[config.mk]
export PLATFORM = sky130hd
export DESIGN_NAME = idex_hazard_stage
export DESIGN_NICKNAME = d
export VERILOG_FILES = /design/src/rtl/idex_hazard_stage.sv
export SDC_FILE = /design/constraint.sdc
export NUM_CORES = 1
export LEC_CHECK = 0
export BUFFER_PORTS_ARGS = -buffer_cell sky130_fd_sc_hd__buf_2
export CORE_MARGIN = 8
export CORE_UTILIZATION = 41
export CTS_CLUSTER_SIZE = 10
export DETAILED_ROUTE_END_ITERATION = 7
export GPL_ROUTABILITY_DRIVEN = 0
export PLACE_DENSITY = 0.75
export SETUP_SLACK_MARGIN = 0.15
export SLEW_MARGIN = 20
export SYNTH_ARGS = -nofsm -noshare
export SYNTH_HDL_FRONTEND = slang
export SYNTH_SLANG_ARGS = --single-unit
[constraint.sdc]
create_clock -name clk -period 1.9 [get_ports clk]
set_input_delay 0.38 -clock clk [delete_from_list [all_inputs] [get_ports clk]]
set_output_delay 0.38 -clock clk [all_outputs]
set_load 0.02 [all_outputs]
[src/rtl/idex_hazard_stage.sv]
// rtl/idex_hazard_stage.sv - ID/EX pipeline register with load-use and branch-hazard stall control
module idex_hazard_stage #(
  parameter int DATA_W   = 16,
  parameter int REG_AW   = 4,
  parameter int ALUOP_W  = 4,
  parameter int LB_STALL = 2
) (
  input  logic               clk,
  input  logic               rst_n,
  input  logic               id_valid,
  input  logic [REG_AW-1:0]  id_rs,
  input  logic [REG_AW-1:0]  id_rt,
  input  logic [REG_AW-1:0]  id_rd,
  input  logic               id_uses_rt,
  input  logic               id_regdst,
  input  logic               id_regwrite,
  input  logic               id_memread,
  input  logic               id_memwrite,
  input  logic               id_is_branch,
  input  logic [ALUOP_W-1:0] id_aluop,
  input  logic [DATA_W-1:0]  id_rd1,
  input  logic [DATA_W-1:0]  id_rd2,
  input  logic [DATA_W-1:0]  id_imm,
  input  logic               exmem_memread,
  input  logic [REG_AW-1:0]  exmem_rd,
  input  logic               mem_busy,
  input  logic               flush,
  output logic               hazard_stall,
  output logic               idex_valid,
  output logic [REG_AW-1:0]  idex_rs,
  output logic [REG_AW-1:0]  idex_rt,
  output logic [REG_AW-1:0]  idex_rt_rd,
  output logic               idex_regwrite,
  output logic               idex_memread,
  output logic               idex_memwrite,
  output logic [ALUOP_W-1:0] idex_aluop,
  output logic [DATA_W-1:0]  idex_rd1,
  output logic [DATA_W-1:0]  idex_rd2,
  output logic [DATA_W-1:0]  idex_imm
);

  // A branch behind a load in EX waits LB_STALL cycles; the counter holds the extra ones.
  localparam logic [1:0] LB_RELOAD = 2'(LB_STALL - 1);

  logic [1:0] stall_cnt;
  logic       cnt_active;
  logic       ex_src_hit;
  logic       mem_src_hit;
  logic       lu;
  logic       lb_ex;
  logic       lb_mem;
  logic       detect;
  logic       stalling;

  // Hazard detection; register 0 never counts as a real dependency.
  always_comb begin
    cnt_active   = (stall_cnt != 2'd0);
    ex_src_hit   = (idex_rt_rd == id_rs) | (id_uses_rt & (idex_rt_rd == id_rt));
    mem_src_hit  = (exmem_rd == id_rs) | (id_uses_rt & (exmem_rd == id_rt));
    lu           = idex_valid & idex_memread & (idex_rt_rd != '0) & ex_src_hit;
    lb_ex        = lu & id_is_branch;
    lb_mem       = id_is_branch & exmem_memread & (exmem_rd != '0) & mem_src_hit;
    detect       = id_valid & ~cnt_active & (lu | lb_mem);
    stalling     = detect | cnt_active;
    hazard_stall = stalling | mem_busy;
  end

  // Remaining stall cycles; detection is masked while nonzero so a load is counted once.
  always_ff @(posedge clk or negedge rst_n) begin
    if (!rst_n) begin
      stall_cnt <= 2'd0;
    end else if (flush) begin
      stall_cnt <= 2'd0;
    end else if (mem_busy) begin
      stall_cnt <= stall_cnt;
    end else if (detect) begin
      stall_cnt <= lb_ex ? LB_RELOAD : 2'd0;
    end else if (cnt_active) begin
      stall_cnt <= stall_cnt - 2'd1;
    end
  end

  // Pipeline register: flush and stalls insert a bubble, mem_busy freezes the stage.
  always_ff @(posedge clk or negedge rst_n) begin
    if (!rst_n) begin
      idex_valid    <= 1'b0;
      idex_rs       <= '0;
      idex_rt       <= '0;
      idex_rt_rd    <= '0;
      idex_regwrite <= 1'b0;
      idex_memread  <= 1'b0;
      idex_memwrite <= 1'b0;
      idex_aluop    <= '0;
      idex_rd1      <= '0;
      idex_rd2      <= '0;
      idex_imm      <= '0;
    end else if (flush || (!mem_busy && stalling)) begin
      idex_valid    <= 1'b0;
      idex_rs       <= '0;
      idex_rt       <= '0;
      idex_rt_rd    <= '0;
      idex_regwrite <= 1'b0;
      idex_memread  <= 1'b0;
      idex_memwrite <= 1'b0;
      idex_aluop    <= '0;
      idex_rd1      <= '0;
      idex_rd2      <= '0;
      idex_imm      <= '0;
    end else if (!mem_busy) begin
      idex_valid    <= id_valid;
      idex_rs       <= id_rs;
      idex_rt       <= id_rt;
      idex_rt_rd    <= id_regdst ? id_rd : id_rt;
      idex_regwrite <= id_valid & id_regwrite;
      idex_memread  <= id_valid & id_memread;
      idex_memwrite <= id_valid & id_memwrite;
      idex_aluop    <= id_aluop;
      idex_rd1      <= id_rd1;
      idex_rd2      <= id_rd2;
      idex_imm      <= id_imm;
    end
  end

endmodule

### Yosys cells after proc, flatten, opt, wreduce, memory -nomap -nowiden

Index checks and enable logic that the tools add are counted.

| word-level totals | value |
|---|---|
| register bits after elaboration | 70 |
| latch bits | 0 |
| RAM bits | 0 |
| ROM bits | 0 |
| input bits | 80 |
| output and inout bits | 69 |
| word-level logic and storage cells | 75 |
| memories kept | 0 |

| operators by class | value |
|---|---|
| add/sub/neg operators | 1 |
| multiply operators | 0 |
| divide/modulo/power cells | 0 |
| order comparisons | 0 |
| eq/ne operators | 6 |
| shift-type cells | 0 |
| multiplexer cells | 28 |
| bitwise operators | 20 |
| reduce and logical (&&, ||, !) cells | 8 |

Operators by type and width:

| cell | count |
|---|---|
| $mux W16 | 6 |
| $mux W4 | 9 |
| $eq A4 B4 Y1 | 4 |
| $and A1 B1 Y1 | 14 |
| $mux W1 | 9 |
| $mux W2 | 4 |
| $reduce_bool A4 Y1 | 2 |
| $or A1 B1 Y1 | 5 |
| $ne A2 B1 Y1 const B | 2 |
| $reduce_bool A3 Y1 | 1 |
| $reduce_and A2 Y1 | 1 |
| $reduce_bool A2 Y1 | 1 |
| $sub A2 B1 Y2 const B | 1 |
| $logic_and A1 B1 Y1 | 1 |
| $logic_not A1 Y1 | 1 |
| $logic_or A1 B1 Y1 | 1 |
| $not A1 Y1 | 1 |

### Longest topological paths before layout

| depth | value |
|---|---|
| depth in word-level cells | 10 |
| gate-level depth with buffers | 7 |
| gate-level depth less buffers | 6 |

### Worst setup path before layout

Ideal clock, no wire load.

| timing path | value |
|---|---|
| kind | register to output |
| start | register idex_rt_rd[2] |
| end | output port hazard_stall |
| arrival time | 1.864 ns |
| required time | 1.520 ns |
| path slack | -0.344 ns |
| stages on the path, launching flop included | 6 |
| buffers on the path | 0 |
| path through | dfrtp_1 > xor2_1 > nor4_1 > a22oi_2 > and2_2 > o21ai_0 |

| between the ends | value |
|---|---|
| longest elaborated chain between the ends | 8 |
| elaborated cells between the ends (all ways) | 11 |
| classes of those cells | eq/ne (2); bitwise (8); reduce/logical (1) |

RTL lines:

| what | line | RTL |
|---|---|---|
| from (decl) | 32 | `output logic [REG_AW-1:0] idex_rt_rd,` |
| from (signal assigned) | 113 | `idex_rt_rd <= id_regdst ? id_rd : id_rt;` |
| $eq A4 B4 Y1 | 58 | `ex_src_hit = (idex_rt_rd == id_rs) \| (id_uses_rt & (idex_rt_rd == id_rt));` |
| $and A1 B1 Y1 | 58 |  |
| $or A1 B1 Y1 | 58 |  |
| $and A1 B1 Y1 * | 60 | `lu = idex_valid & idex_memread & (idex_rt_rd != '0) & ex_src_hit;` |
| $or A1 B1 Y1 * | 63 | `detect = id_valid & ~cnt_active & (lu \| lb_mem);` |
| $and A1 B1 Y1 * | 63 |  |
| $or A1 B1 Y1 * | 64 | `stalling = detect \| cnt_active;` |
| $or A1 B1 Y1 * | 65 | `hazard_stall = stalling \| mem_busy;` |
| to (decl) | 28 | `output logic hazard_stall,` |

Mark *: on every way between the ends. The rest lies on a longest branch, timed or not.

### Final worst setup path

| timing path | value |
|---|---|
| start | register idex_rt_rd[3] |
| end | output port hazard_stall |

The elaborated chain is that of the path after synthesis.

==> flow_summary.yaml <==
logic_synthesis:
  synth_edf_count: 0
  ys_types: 27
  yosys_warnings: 0
  syn_inst: 214
  seq_area_frac_synth_pct: 59.4
  synth.area.top_cells: "dfrtp_1, a22o_2, xor2_1"
  synth_top_area_share_pct: 59.4
  ys_top_cells_by_count: "dfrtp_1, a22o_2, xor2_1"
  synth_area_um2: 2950
  yosysMostFrequentCell: "dfrtp_1"
  avgSynthCellArea_um2: 13.8
  synth-main-ff-cell: "dfrtp_1"
  syn-num-nets: 295
  synth.largest_area_cell: "dfrtp_1"
  synth-seq-cells: 70
  ys_async_sr_fraction_pct: 100
outcome:
  violations: "setup timing"
  status: "finished, violations left"
timing:
  finalMaxSlewViolations: 0
  fin_skew_ns: 0.00942
  setup_slack_ns: -0.279
  fin_crit_sh_pct: 115
  hold_viol: 0
  setup_viol: 65
  period_minus_slack_ns: 2.18
  whs_ns: 0.0423
  slew_headroom_pct: 73.3
  worstMarginPinSlew_ns: 0.397
  max_freq_ghz: 0.459
  rsz0062_at_grt: "yes"
grt:
  grt_max_degree: 71
  track_usage_pct: 17.0
  met2_usage_pct: 28.8
  antenna_found_initial: 0
  grt_use_met3_pct: 5.32
  gr-usage-met1_pct: 19.0
  busiest_layer: "met2"
  grt_pass1_wl_um: 13500
  first_global_vias: 2769
  grt_overflow: 0
worst_setup_path:
  critPathLaunch: "idex_rt_rd[3]$_DFFE_PN0P_"
  crit_path_max_fanout: 3
  crit_type: "reg2out"
  reg2reg_from: "idex_rt_rd[2]$_DFFE_PN0P_"
  crit_required_ns: 1.52
  start_kind: "register"
  rrSetupSlack_ns: -0.19
  critPathArrivalTime_ns: 1.80
  setup.worst_path.end_class: "output port"
clock_tree:
  cts_buffers: 9
  clk_latency_ns: 0.33
  cts_max_level: 3
  clockRootBuffer: "clkbuf_8"
  cts.clk_slew.worst_paths_ns: 0.07
  ctsHoldBuffers: 0
  cts_buffer_depth: 2
  cts_tree: "yes"
  clock-sinks: 70
worst_hold_path:
  hold_class: "in2async"
route:
  drtIter0Drc: 85
  vias_per_cell: 5.04
  via_count: 2450
  antenna_left: 0
  dr.pass1.iters: 4
  post_drt_wl_per_cell_um: 17.3
  wirelength_um: 8430
  drc_errors: 0
pwr:
  power_leakage_nw: 2.29
  powerDensity_nw_per_um2: 938
  vdd_drop_max_mv: 0.470
floorplan:
  die_y_um: 101
  die_area_um2: 10200
  fp.dieW_um: 101
  start_util_pct: 41.5
  rows: 31
  io_pins: 149
  core_area_um2: 7100
run:
  maxCapViolations: 0
place:
  hpwl_um: 5980
  portBuffers: 148
final_layout:
  diodes: 0
  fill_cells: 614
  fin_util_pct: 58.5
  drive_gt1_share_pct: 65.6
  nNetsFinal: 463
  area_delta_synth_final_pct: 41.0
## layout by cell type (no fill, tap or decap), types with 3 or more instances in the layout
cell type / netlist / layout
a21oi_1: 5 / 4
a22o_1: 14 / 14
a22o_2: 50 / 50
buf_2: 0 / 147
buf_4: 0 / 19
clkbuf_8: 0 / 10
clkinv_2: 0 / 3
dfrtp_1: 70 / 67
dfrtp_2: 0 / 3
inv_1: 5 / 5
mux2_2: 4 / 4
nand2_1: 5 / 5
nand4_1: 3 / 3
nor2_1: 4 / 4
nor4_1: 7 / 5
xor2_1: 16 / 16
## metrics by stage
stage	instance area [um2]	setup TNS [ns]	instances	total power (W)	worst slack, ns
after floorplan	2960	-11.49	214	0.00241	-0.188
after global placement	3890	-16.21	464	0.00280	-0.298
after detailed placement	3890	-19.10	464	0.00283	-0.360
after CTS	4120	-9.76	485	0.00392	-0.294
after global routing	4160	-15.23	486	0.00412	-0.340
final	4160	-9.70	486	0.00390	-0.279
## path summary, 6_finish.rpt
kind,endpoint,depth (start not counted)
setup / recovery,hazard_stall,7
hold / removal,idex_rt_rd[1]$_DFFE_PN0P_,2
setup reg to reg,idex_rs[2]$_DFFE_PN0P_,10
hold reg to reg,stall_cnt[1]$_DFFE_PN0P_,2
max in group asynchronous,idex_rt_rd[2]$_DFFE_PN0P_,2
min in group clk,idex_imm[1]$_DFFE_PN0P_,2
## sequential cells by signal, indices dropped and copies added (netlist names), 2 cells and up
name	cells
idex_rt	4
idex_aluop	4
idex_rd1	16
stall_cnt	2
idex_imm	16
idex_rt_rd	4
idex_rs	4
idex_rd2	16
## area by class of cell
class | count | area (um2) | share of cell area, %
Clock buffer | 12 | 145 | 3.49
Clock inverter | 4 | 22.5 | 0.542
Inverter | 5 | 18.8 | 0.452
Multi-Input combinational cell | 124 | 1110 | 26.7
Sequential cell | 70 | 1760 | 42.2
Tap cell | 99 | 124 | 2.98
Timing Repair Buffer | 172 | 981 | 23.6
## kinds of logic (layout without fill, tap and decap cells)
kind of cell,Yosys count,after routing,synth area share [%]
AO/OA/AOI/OAI,77,77,24.5
XOR/XNOR,16,16,4.76
adder cells (fa/ha/maj),1,1,0.425
buffers and inverters,20,193,4.08
flip-flops,70,70,59.4
multiplexers,5,5,1.87
AND/OR/NAND/NOR,25,25,4.97
## critical path, cell delays in order, from the launching register on
cell	delay, ns
dfrtp_1	0.41
buf_4	0.15
nor4_2	0.25
nor2_1	0.08
a22oi_2	0.21
and2_4	0.17
o21ai_2	0.06
buf_6	0.14
## report_power, final
| group | internal, W | leakage [nW] | total, W | switching [W] |
|---|---|---|---|---|
| clock network | 0.000504 | 0.0861 | 0.00103 | 0.000523 |
| logic | 0.000479 | 1.27 | 0.00110 | 0.000619 |
| registers | 0.00167 | 0.934 | 0.00177 | 0.000105 |
## metal layers
layer	wire (um)	part of all wire, %
met5	0	0
met4	155	1.8
met3	617	7.3
met2	4290	51
met1	3370	40
## repair_timing
item | 4_1_cts | 5_1_grt
setup buffers | 4 | 0
cloned | 1 | 1
gates resized for setup | 8 | 3
endpoints found under the setup margin | 67 | 71
pin swaps | 5 | 3
No activity file was read; power rests on OpenSTA's default activity.
